**src/rtl/core_pkg.sv**
```systemverilog
// Shared core definitions: decoder op field, LSU state encoding, bus widths
// and helpers for access size, alignment, byte enables and lane replication.
package core;

  localparam int XLEN   = 32;
  localparam int STRB_W = XLEN / 8;
  localparam int BYTE_W = 8;
  localparam int HALF_W = 16;

  typedef enum logic [3:0] {
    OP_NONE,
    OP_ALU,
    LOAD_BYTE,
    LOAD_HALF,
    LOAD_WORD,
    LOAD_BYTE_UNSIGNED,
    LOAD_HALF_UNSIGNED,
    STORE_BYTE,
    STORE_HALF,
    STORE_WORD
  } op_t;

  typedef enum logic [1:0] {
    IDLE,
    REQ,
    WAIT,
    DRAIN
  } lsu_state_t;

  function automatic logic is_load(input op_t op);
    return op inside {LOAD_BYTE, LOAD_HALF, LOAD_WORD, LOAD_BYTE_UNSIGNED, LOAD_HALF_UNSIGNED};
  endfunction

  function automatic logic is_store(input op_t op);
    return op inside {STORE_BYTE, STORE_HALF, STORE_WORD};
  endfunction

  function automatic logic is_half(input op_t op);
    return op inside {LOAD_HALF, LOAD_HALF_UNSIGNED, STORE_HALF};
  endfunction

  function automatic logic is_word(input op_t op);
    return op inside {LOAD_WORD, STORE_WORD};
  endfunction

  function automatic logic is_aligned(input op_t op, input logic [1:0] off);
    if (is_word(op)) return off == 2'b00;
    if (is_half(op)) return !off[0];
    return 1'b1;
  endfunction

  function automatic logic [STRB_W-1:0] strb_of(input op_t op, input logic [1:0] off);
    if (is_word(op)) return '1;
    if (is_half(op)) return 4'b0011 << {off[1], 1'b0};
    return 4'b0001 << off;
  endfunction

  // Sub-word stores are replicated across every lane so the strobes alone pick the bytes.
  function automatic logic [XLEN-1:0] wdata_of(input op_t op, input logic [XLEN-1:0] wdata);
    if (is_word(op)) return wdata;
    if (is_half(op)) return {2{wdata[HALF_W-1:0]}};
    return {4{wdata[BYTE_W-1:0]}};
  endfunction

endpackage

```
**src/rtl/load_align.sv**
```systemverilog
// Selects the addressed byte/half of a bus word and sign- or zero-extends it
// according to the load op.
module load_align
  import core::*;
(
  input  op_t             op,
  input  logic [1:0]      offset,
  input  logic [XLEN-1:0] word,
  output logic [XLEN-1:0] result
);

  logic [XLEN-1:0] shifted;

  always_comb begin
    // NOTE: every variable written here gets a default first, so no path can infer a latch.
    shifted = word >> {offset, 3'b000};
    result  = shifted;
    case (op)
      LOAD_BYTE:          result = {{(XLEN-BYTE_W){shifted[BYTE_W-1]}}, shifted[BYTE_W-1:0]};
      LOAD_BYTE_UNSIGNED: result = {{(XLEN-BYTE_W){1'b0}}, shifted[BYTE_W-1:0]};
      LOAD_HALF:          result = {{(XLEN-HALF_W){shifted[HALF_W-1]}}, shifted[HALF_W-1:0]};
      LOAD_HALF_UNSIGNED: result = {{(XLEN-HALF_W){1'b0}}, shifted[HALF_W-1:0]};
      default:            result = shifted;
    endcase
  end

endmodule

```
**src/rtl/lsu.sv**
```systemverilog
// Load/store unit: one outstanding bus transaction at a time, with alignment
// checks, flush handling and a response timeout.
module lsu
  import core::*;
#(
  parameter int TIMEOUT = 255
) (
  input  logic              clk,
  input  logic              resetn,
  input  logic              valid,
  input  op_t               op,
  input  logic [XLEN-1:0]   addr,
  input  logic [XLEN-1:0]   wdata,
  input  logic              flush,
  output logic              stall,
  output logic              done,
  output logic [XLEN-1:0]   rdata,
  output logic              misaligned,
  output logic              fault,
  output logic              mem_req,
  output logic              mem_we,
  output logic [XLEN-1:0]   mem_addr,
  output logic [STRB_W-1:0] mem_strb,
  output logic [XLEN-1:0]   mem_wdata,
  input  logic              mem_gnt,
  input  logic              mem_rvalid,
  input  logic [XLEN-1:0]   mem_rdata
);

  localparam int CNT_W = $clog2(TIMEOUT + 1);

  lsu_state_t        state_q, state_d;
  logic [CNT_W-1:0]  cnt_q, cnt_d;
  op_t               op_q;
  logic [XLEN-1:2]   addr_q;
  logic [1:0]        off_q;
  logic              we_q;
  logic [STRB_W-1:0] strb_q;
  logic [XLEN-1:0]   wdata_q, rdata_q, load_res;
  logic              done_q, done_d, fault_q, fault_d, misal_q;
  logic              mem_op, start, accept, misal_d, timeout;

  // The instruction still on the inputs in a done/fault cycle is the one just retired.
  assign mem_op  = valid & (is_load(op) | is_store(op));
  assign start   = (state_q == IDLE) & mem_op & ~flush & ~done_q & ~fault_q;
  assign accept  = start & is_aligned(op, addr[1:0]);
  assign misal_d = start & ~is_aligned(op, addr[1:0]);
  assign timeout = (cnt_q == CNT_W'(TIMEOUT));

  always_comb begin
    state_d = state_q;
    cnt_d   = cnt_q;
    done_d  = 1'b0;
    fault_d = 1'b0;
    case (state_q)
      IDLE:  if (accept) state_d = REQ;
      REQ: begin
        if (flush)        state_d = IDLE;
        else if (mem_gnt) state_d = WAIT;
      end
      WAIT: begin
        if (flush) begin
          state_d = mem_rvalid ? IDLE : DRAIN;
        end else if (mem_rvalid) begin
          state_d = IDLE;
          done_d  = 1'b1;
        end else if (timeout) begin
          state_d = IDLE;
          fault_d = 1'b1;
        end
      end
      DRAIN: if (mem_rvalid || timeout) state_d = IDLE;
      default: state_d = IDLE;
    endcase
    if (state_d != state_q)                       cnt_d = '0;
    else if (state_q == WAIT || state_q == DRAIN) cnt_d = cnt_q + CNT_W'(1);
  end

  load_align u_load_align (
    .op     (op_q),
    .offset (off_q),
    .word   (mem_rdata),
    .result (load_res)
  );

  // NOTE: sequential state uses non-blocking assignments so all registers update together.
  always_ff @(posedge clk or negedge resetn) begin
    if (!resetn) begin
      state_q <= IDLE;
      cnt_q   <= '0;
      op_q    <= OP_NONE;
      addr_q  <= '0;
      off_q   <= '0;
      we_q    <= 1'b0;
      strb_q  <= '0;
      wdata_q <= '0;
      rdata_q <= '0;
      done_q  <= 1'b0;
      fault_q <= 1'b0;
      misal_q <= 1'b0;
    end else begin
      state_q <= state_d;
      cnt_q   <= cnt_d;
      done_q  <= done_d;
      fault_q <= fault_d;
      misal_q <= misal_d;
      if (accept) begin
        op_q    <= op;
        addr_q  <= addr[XLEN-1:2];
        off_q   <= addr[1:0];
        we_q    <= is_store(op);
        strb_q  <= is_store(op) ? strb_of(op, addr[1:0]) : '0;
        wdata_q <= is_store(op) ? wdata_of(op, wdata) : '0;
      end
      if (done_d && !we_q) rdata_q <= load_res;
    end
  end

  assign stall      = resetn & ((state_q != IDLE) | accept);
  assign done       = done_q;
  assign rdata      = rdata_q;
  assign misaligned = misal_q;
  assign fault      = fault_q;
  assign mem_req    = (state_q == REQ);
  assign mem_we     = (state_q == REQ) & we_q;
  assign mem_addr   = {addr_q, 2'b00};
  assign mem_strb   = strb_q;
  assign mem_wdata  = wdata_q;

endmodule
```
**config.mk**
```make
export PLATFORM = sky130hd
export DESIGN_NAME = lsu
export DESIGN_NICKNAME = d
export VERILOG_FILES = /design/src/rtl/core_pkg.sv /design/src/rtl/load_align.sv /design/src/rtl/lsu.sv
export SDC_FILE = /design/constraint.sdc
export NUM_CORES = 1
export LEC_CHECK = 0
export ABC_CLOCK_PERIOD_IN_PS = 4500
export CORE_ASPECT_RATIO = 1.25
export CORE_MARGIN = 5
export CORE_UTILIZATION = 40
export DETAILED_ROUTE_END_ITERATION = 16
export GPL_TIMING_DRIVEN = 0
export PLACE_DENSITY = 0.85
export SYNTH_ARGS = -nofsm -noshare
export SYNTH_HDL_FRONTEND = slang
export SYNTH_SLANG_ARGS = --single-unit
```
**constraint.sdc**
```tcl
create_clock -name clk -period 4.5 [get_ports clk]
set_clock_uncertainty 0.15 [all_clocks]
set_input_delay 1.35 -clock clk [delete_from_list [all_inputs] [get_ports clk]]
set_output_delay 1.35 -clock clk [all_outputs]
set_load 0.02 [all_outputs]
```
==> results of run 1 <==
[worst reg2reg max path, stage by stage, from the launching register on]
cell and delay [ns]:
dfrtp_1 0.47, or4b_4 0.58, a2111o_1 0.45, buf_4 0.16, or3_1 0.41, buf_2 0.22, a22o_1 0.24
[how the worst min path moves through the flow]
stage,start,endpoint,slack [ns],depth (start not counted)
finish,rdata[1],rdata[1],0.33,2
CTS,addr_q[22],addr_q[22],0.34,1
detailed placement,mem_wdata[22],mem_wdata[22],0.32,1
global route,rdata[6],rdata[6],0.36,2
global placement,addr_q[29],addr_q[29],0.32,1
floorplan,we_q,we_q,0.35,1
[synthesized netlist by cell type, drive strengths merged (3+ instances only)]
cell type | instances | share of area
a32o | 4 | 0.0071
nand2 | 25 | 0.017
nand4 | 5 | 0.0055
xor2 | 5 | 0.0077
o2bb2ai | 17 | 0.026
inv | 22 | 0.015
o21ai | 17 | 0.015
o32ai | 17 | 0.026
buf | 14 | 0.017
nand3b | 9 | 0.012
dfrtp | 118 | 0.52
nand2b | 6 | 0.0066
o22ai | 8 | 0.0088
a32oi | 8 | 0.012
nor2 | 43 | 0.028
o21bai | 4 | 0.0053
mux2 | 44 | 0.087
nor3 | 4 | 0.0055
nor2b | 3 | 0.0033
a22o | 8 | 0.012
or4b | 3 | 0.0053
xnor2 | 3 | 0.0046
nand3 | 3 | 0.0026
mux2i | 35 | 0.062
a21oi | 27 | 0.024
a31oi | 7 | 0.0077
clkbuf | 25 | 0.017
[cell type report]
type                            instances  area share
Timing Repair Buffer                  212       0.245
Multi-Input combinational cell        332       0.287
Buffer                                 39      0.0231
Tap cell                              175      0.0253
Inverter                               22     0.00953
Clock buffer                           20      0.0516
Clock inverter                         12      0.0176
Sequential cell                       118       0.341
[flip-flops by register name, indices dropped and copies added, names as in the netlist]
| register | cells |
|---|---|
| mem_wdata | 32 |
| rdata | 32 |
| addr_q | 30 |
| cnt_q | 8 |
| mem_strb | 4 |
| op_q | 4 |
| off_q | 2 |
| state_q | 2 |
| done | 1 |
| fault | 1 |
| misaligned | 1 |
| we_q | 1 |
[metrics by stage]
stage	total power, mW	hold WS [ns]	cell area, um2	utilization	setup WS (ns)
floorplan	2.78	0.352	5680	-	-0.118
global placement	3.80	0.318	7960	0.574	-3.73
detailed placement	3.87	0.323	7990	0.576	-1.34
CTS	5.27	0.337	8650	0.624	0.00846
global route	5.49	0.356	8660	0.624	0.0120
finish	5.22	0.333	8660	0.624	0.0708
[report_power, final]
part	internal (mW)	switching (mW)
Clock	0.884	0.474
Sequential	1.44	0.239
Combinational	1.06	1.13
Total	3.38	1.85
[cells by family after synthesis]
logic type,Yosys count,synth area share
flops,118,0.521
xor+xnor,8,0.0124
compound gates,127,0.162
fa+ha+maj,1,0.00221
mux,79,0.149
simple gates,115,0.105
other cells,1,0.000661
buf+inv,61,0.0483
[what timing repair did]
action,CTS,global route
buffers inserted,5,0
hold buffers,0,0
endpoints found under the setup margin,1,1
resized for setup,24,17
pin swaps,5,4
[metal layers]
metal  vias up  wire (um)  GRT usage  part of all wire
met3        35       1300     0.0585             0.073
met1      2503       6770      0.245              0.38
met5         -          0          0                 0
li1       2321          -          -                 -
met2       196       9340      0.384              0.52
met4         0        514     0.0776             0.029
==> flow_summary.yaml, run 1 <==
critical_path:
  required_ns: 3.00
  r2r_setup_slack_ns: 1.69
  crit_type: "primary input to output port"
  crit_arrival_ns: 2.93
  reg2reg_depth: 6
  cell_type_of_the_slowest_stage_on_the_worst_timing_path: "a2111o_1"
  start_kind: "primary input"
  worstSetupPathDepth: 7
  cp-endpoint: "stall"
  path_cells: "buf_6, or3b_4, a2111o_1, nor3_4, buf_6, o31a_1, buf_6"
  crit_top_cell: "buf_6"
  cp_num_buf_inv: 3
  crit_start: "op[2]"
  r2r_start: "state_q[0]"
  maximum_single_stage_delay_on_the_critical_path_ns: 0.47
  critical_path_fanout_max: 8
  cp-end-kind: "output port"
  critical_path.reg2reg.endpoint: "mem_wdata[5]"
  worst_path_dominant_cell_family: "compound AO/OA/AOI/OAI gates"
timing:
  final_worst_path_cycle_share: 0.984
  post-route-min-period_ns: 4.43
  maxSlewHeadroom: 0.223
  rsz0062_at_grt: "false"
  max_clock_freq_mhz: 226
  tightestPinTransition_ns: 1.16
  hold_viol_final: 0
  report.final.setup_viol: 0
  total_negative_setup_slack_ns: 0
  finalMaxSlewViolations: 0
die:
  ioPinCount: 212
  die_area_um2: 16700
  fp.dieH_um: 143
  number_of_rows_in_the_core_area: 48
  dieWidth_um: 116
  initial_core_util: 0.409
  core-area_um2: 13900
placed_design:
  place.gp.congestion: 0.936
  dp.cells: 893
  hpwlAfterDp_mm: 13.7
  io_port_bufs: 206
clocking:
  clkSlewWorstSetupHoldPaths_ns: 0.06
  root_buffer: "clkbuf_16"
  tritoncts_num_sinks: 118
  max-clock-path-buffers: 2
  tritoncts: "done"
  worstSkewPairLatency_ns: 0.40
  cts_buffers: 17
  cts_max_level: 4
drt:
  route.antenna.remaining_nets: 0
  drt-pass1-iter-count: 4
  drt_iter0_drc: 394
  vias: 5055
  routed_wl_mm: 17.9
  detail_route.vias_per_cell: 5.44
  detail_route.wl_per_cell_um: 19.3
  drt_drc_violations_left: 0
pwr:
  leakage_nw: 3.72
  vdd_ir_drop_max_uv: 359
  power_density_nw_per_um2: 603
global_routing:
  grt_antenna_before_repair: 0
  maximum_number_of_pins_on_one_net_before_global_route_repair: 83
  grt_pass1_vias: 5436
  wire_length_of_the_first_global_routing_pass_mm: 28.1
  global_route_usage_over_all_layers: 0.216
  gr-total-overflow: 0
synth:
  yosys.cell_types.count: 55
  yosys_warnings: 0
  synth-edff-count: 0
  async_flop_share: 1.00
  syn_area_per_cell_um2: 11.1
  synth-seq-area-share: 0.521
  syn_area_um2: 5670
  total_of_flip_flops_plus_latches_after_synthesis: 118
  synth_flop_cell: "dfrtp_1"
  synthesis.instances: 510
final_layout:
  final.fill_count: 1120
  post_route_cells_drive_above_1_share: 0.122
  final_layout_net_count: 849
  area_of_the_multi_input_gates_um2: 2490
  instances_no_fill: 930
  commonest_cells_after_routing_fill_and_taps_aside: "199 x clkdlybuf4s50_1, 118 x dfrtp_1, 43 x nor2_1, 35 x mux2i_1, 29 x mux2_2"
  syn2layout_area_growth_pct: 52.8
  mostFrequentLayoutCell: "clkdlybuf4s50_1"
  sequential_cell_area_um2: 2950
  number_of_antenna_diodes: 0
run_status:
  outcome: "complete, no violations"
worst_hold_path:
  min-delay-path-class: "flop to flop"
run:
  drv_cap: 0
No activity file was read; power rests on OpenSTA's default activity.
==> run 2, diff against run 1 <==
--- a/config.mk
+++ b/config.mk
@@ -15,3 +15,4 @@
 export SYNTH_ARGS = -nofsm -noshare
 export SYNTH_HDL_FRONTEND = slang
 export SYNTH_SLANG_ARGS = --single-unit
+export TNS_END_PERCENT = 1
==> results of run 2 <==
No change in the layout: final DEF, timing and power equal those of run 1.
==> run 3, diff against run 2 <==
--- a/config.mk
+++ b/config.mk
@@ -7,7 +7,7 @@
 export LEC_CHECK = 0
 export ABC_CLOCK_PERIOD_IN_PS = 4500
 export CORE_ASPECT_RATIO = 1.25
-export CORE_MARGIN = 5
+export CORE_MARGIN = 8
 export CORE_UTILIZATION = 40
 export DETAILED_ROUTE_END_ITERATION = 16
 export GPL_TIMING_DRIVEN = 0
==> run 3 against run 2 <==
Fmax is 0.40% lower. Core utilization is 0.44 points higher. Cell area is 0.27% higher. Cell count is 0.32% higher. Power is 1.6% higher. Combinational power hardly changed. Sequential power hardly changed. Largest power group unchanged.
==> flow_summary.yaml, run 3 (synthesis gave the netlist of run 1 again) <==
drt:
  drt-pass1-iter-count: 5
  routed_wl_mm: 18.9
  detail_route.wl_per_cell_um: 20.2
  drt_drc_violations_left: 0
  detail_route.vias_per_cell: 5.50
  drt_iter0_drc: 348
  route.antenna.remaining_nets: 0
  vias: 5135
pwr:
  power_density_nw_per_um2: 611
  leakage_nw: 3.75
  vdd_ir_drop_max_uv: 310
  share_seq_of_total_power: 0.315
  p_clk_frac: 0.268
  power.switching_fraction: 0.348
  power.net_switching_mw: 1.85
  comb_power_share: 0.417
  totalPowerFinal_mw: 5.30
  internal_power_mw: 3.46
placed_design:
  post_dp_cell_area_um2: 7980
  hpwlAfterDp_mm: 14.7
  io_port_bufs: 206
  place.gp.congestion: 0.937
clocking:
  max-clock-path-buffers: 2
  worstSkewPairLatency_ns: 0.40
  clkSlewWorstSetupHoldPaths_ns: 0.06
  cts_max_level: 4
  tritoncts: "done"
  tritoncts_num_sinks: 118
  cts_buffers: 17
  root_buffer: "clkbuf_16"
timing:
  report.final.setup_viol: 0
  maxSlewHeadroom: 0.165
  finalMaxSlewViolations: 0
  hold_viol_final: 0
  post-route-min-period_ns: 4.45
  rsz0062_at_grt: "false"
  final_worst_path_cycle_share: 0.988
  max_clock_freq_mhz: 225
  tightestPinTransition_ns: 1.24
die:
  core-area_um2: 13800
  dieWidth_um: 122
  die_area_um2: 18300
  fp.dieH_um: 149
  initial_core_util: 0.411
  number_of_rows_in_the_core_area: 48
  ioPinCount: 212
critical_path:
  r2r_start: "state_q[0]"
  critical_path.reg2reg.endpoint: "mem_wdata[6]"
  reg2reg_depth: 6
  crit_type: "primary input to output port"
  crit_arrival_ns: 2.95
  r2r_setup_slack_ns: 1.71
  required_ns: 3.00
  start_kind: "primary input"
  critical_path_fanout_max: 6
  cp-end-kind: "output port"
final_layout:
  commonest_cells_after_routing_fill_and_taps_aside: "199 x clkdlybuf4s50_1, 118 x dfrtp_1, 43 x nor2_1, 35 x mux2i_1, 29 x mux2_2"
  syn2layout_area_growth_pct: 53.2
  post_route_cells_drive_above_1_share: 0.119
  mostFrequentLayoutCell: "clkdlybuf4s50_1"
  final.fill_count: 1127
  final_cell_area_um2: 8690
  finalCoreUtilization: 0.629
  final_layout_net_count: 850
worst_hold_path:
  min-delay-path-class: "flop to flop"
  min_from: "rdata[0]"
  worst_hold_path.num_cells: 2
  timing.hold.worst_endpoint: "rdata[0]"
global_routing:
  maximum_number_of_pins_on_one_net_before_global_route_repair: 75
  gr-usage-met3: 0.0655
  gr-usage-met2: 0.365
  wire_length_of_the_first_global_routing_pass_mm: 29.5
  grt_antenna_before_repair: 3
  grt_pass1_vias: 5494
  gr-total-overflow: 0
  global_route_usage_over_all_layers: 0.207
  gr-max-usage-layer: "met2"
  grt.met1_usage: 0.217
run_status:
  outcome: "complete, no violations"
run:
  drv_cap: 0
[run 3: cell count changes in the layout (fill, tap and decap cells not counted), sizes merged]
cell         before  now
clkinv            4    5
diode             0    3
dlygate4sd2       0    2
clkbuf           46   47
bufinv            3    4
inv              23   22
clkinvlp          4    0
[run 3: area by class of cell]
class                           instances  area, um2  area share
Multi-Input combinational cell        332       2490       0.287
Antenna cell                            3       7.51    0.000864
Buffer                                 39        194      0.0223
Timing Repair Buffer                  213       2120       0.244
Clock inverter                          9        149      0.0171
Inverter                               22       82.6     0.00951
Sequential cell                       118       2950       0.340
Clock buffer                           22        474      0.0546
Tap cell                              175        219      0.0252
[run 3: metrics by stage]
stage	setup TNS, ns	setup WS (ns)	hold slack (ns)	instances
global route	0	0.00195	0.359	933
global placement	-285.13	-3.68	0.318	892
floorplan	-0.118	-0.118	0.352	511
detailed placement	-1.37	-1.37	0.321	893
CTS	0	0.0188	0.334	929
finish	0	0.0531	0.327	933
[run 3: critical path: stages]
cell	delay [ns]
dlygate4sd2_1	0.41
nand2b_1	0.15
a2111oi_4	0.42
nor3_4	0.09
buf_6	0.13
o31a_1	0.25
buf_6	0.14
[run 3: how the worst max path moves through the flow]
stage | start | end | slack, ns | cells after the start
final | addr[1] | stall | 0.05 | 7
after floorplan | op[2] | stall | -0.12 | 6
after global placement | resetn | stall | -3.68 | 3
after global routing | op[2] | stall | 0.002 | 7
after detailed placement | op[3] | stall | -1.37 | 7
after CTS | op[1] | stall | 0.02 | 7
[run 3: power groups by stage]
stage	clock, mW	sequential, mW	combinational, mW
6_report	1.42	1.67	2.21
5_1_grt	1.49	1.72	2.35
4_1_cts	1.44	1.67	2.23
3_5_place_dp	0	1.69	2.21
3_3_place_gp	0	1.66	2.16
2_1_floorplan	0	2.07	0.716
[run 3: layer usage]
| layer | part of all wire | wire length (um) |
|---|---|---|
| met5 | 0 | 0 |
| met3 | 0.083 | 1570 |
| met2 | 0.52 | 9840 |
| met1 | 0.36 | 6800 |
| met4 | 0.035 | 668 |
[run 3: repair_timing]
action	in CTS	in global routing
buffers inserted	5	1
pin swaps	5	2
hold buffers	0	0
endpoints found under the setup margin	1	1
gates resized for setup	24	5
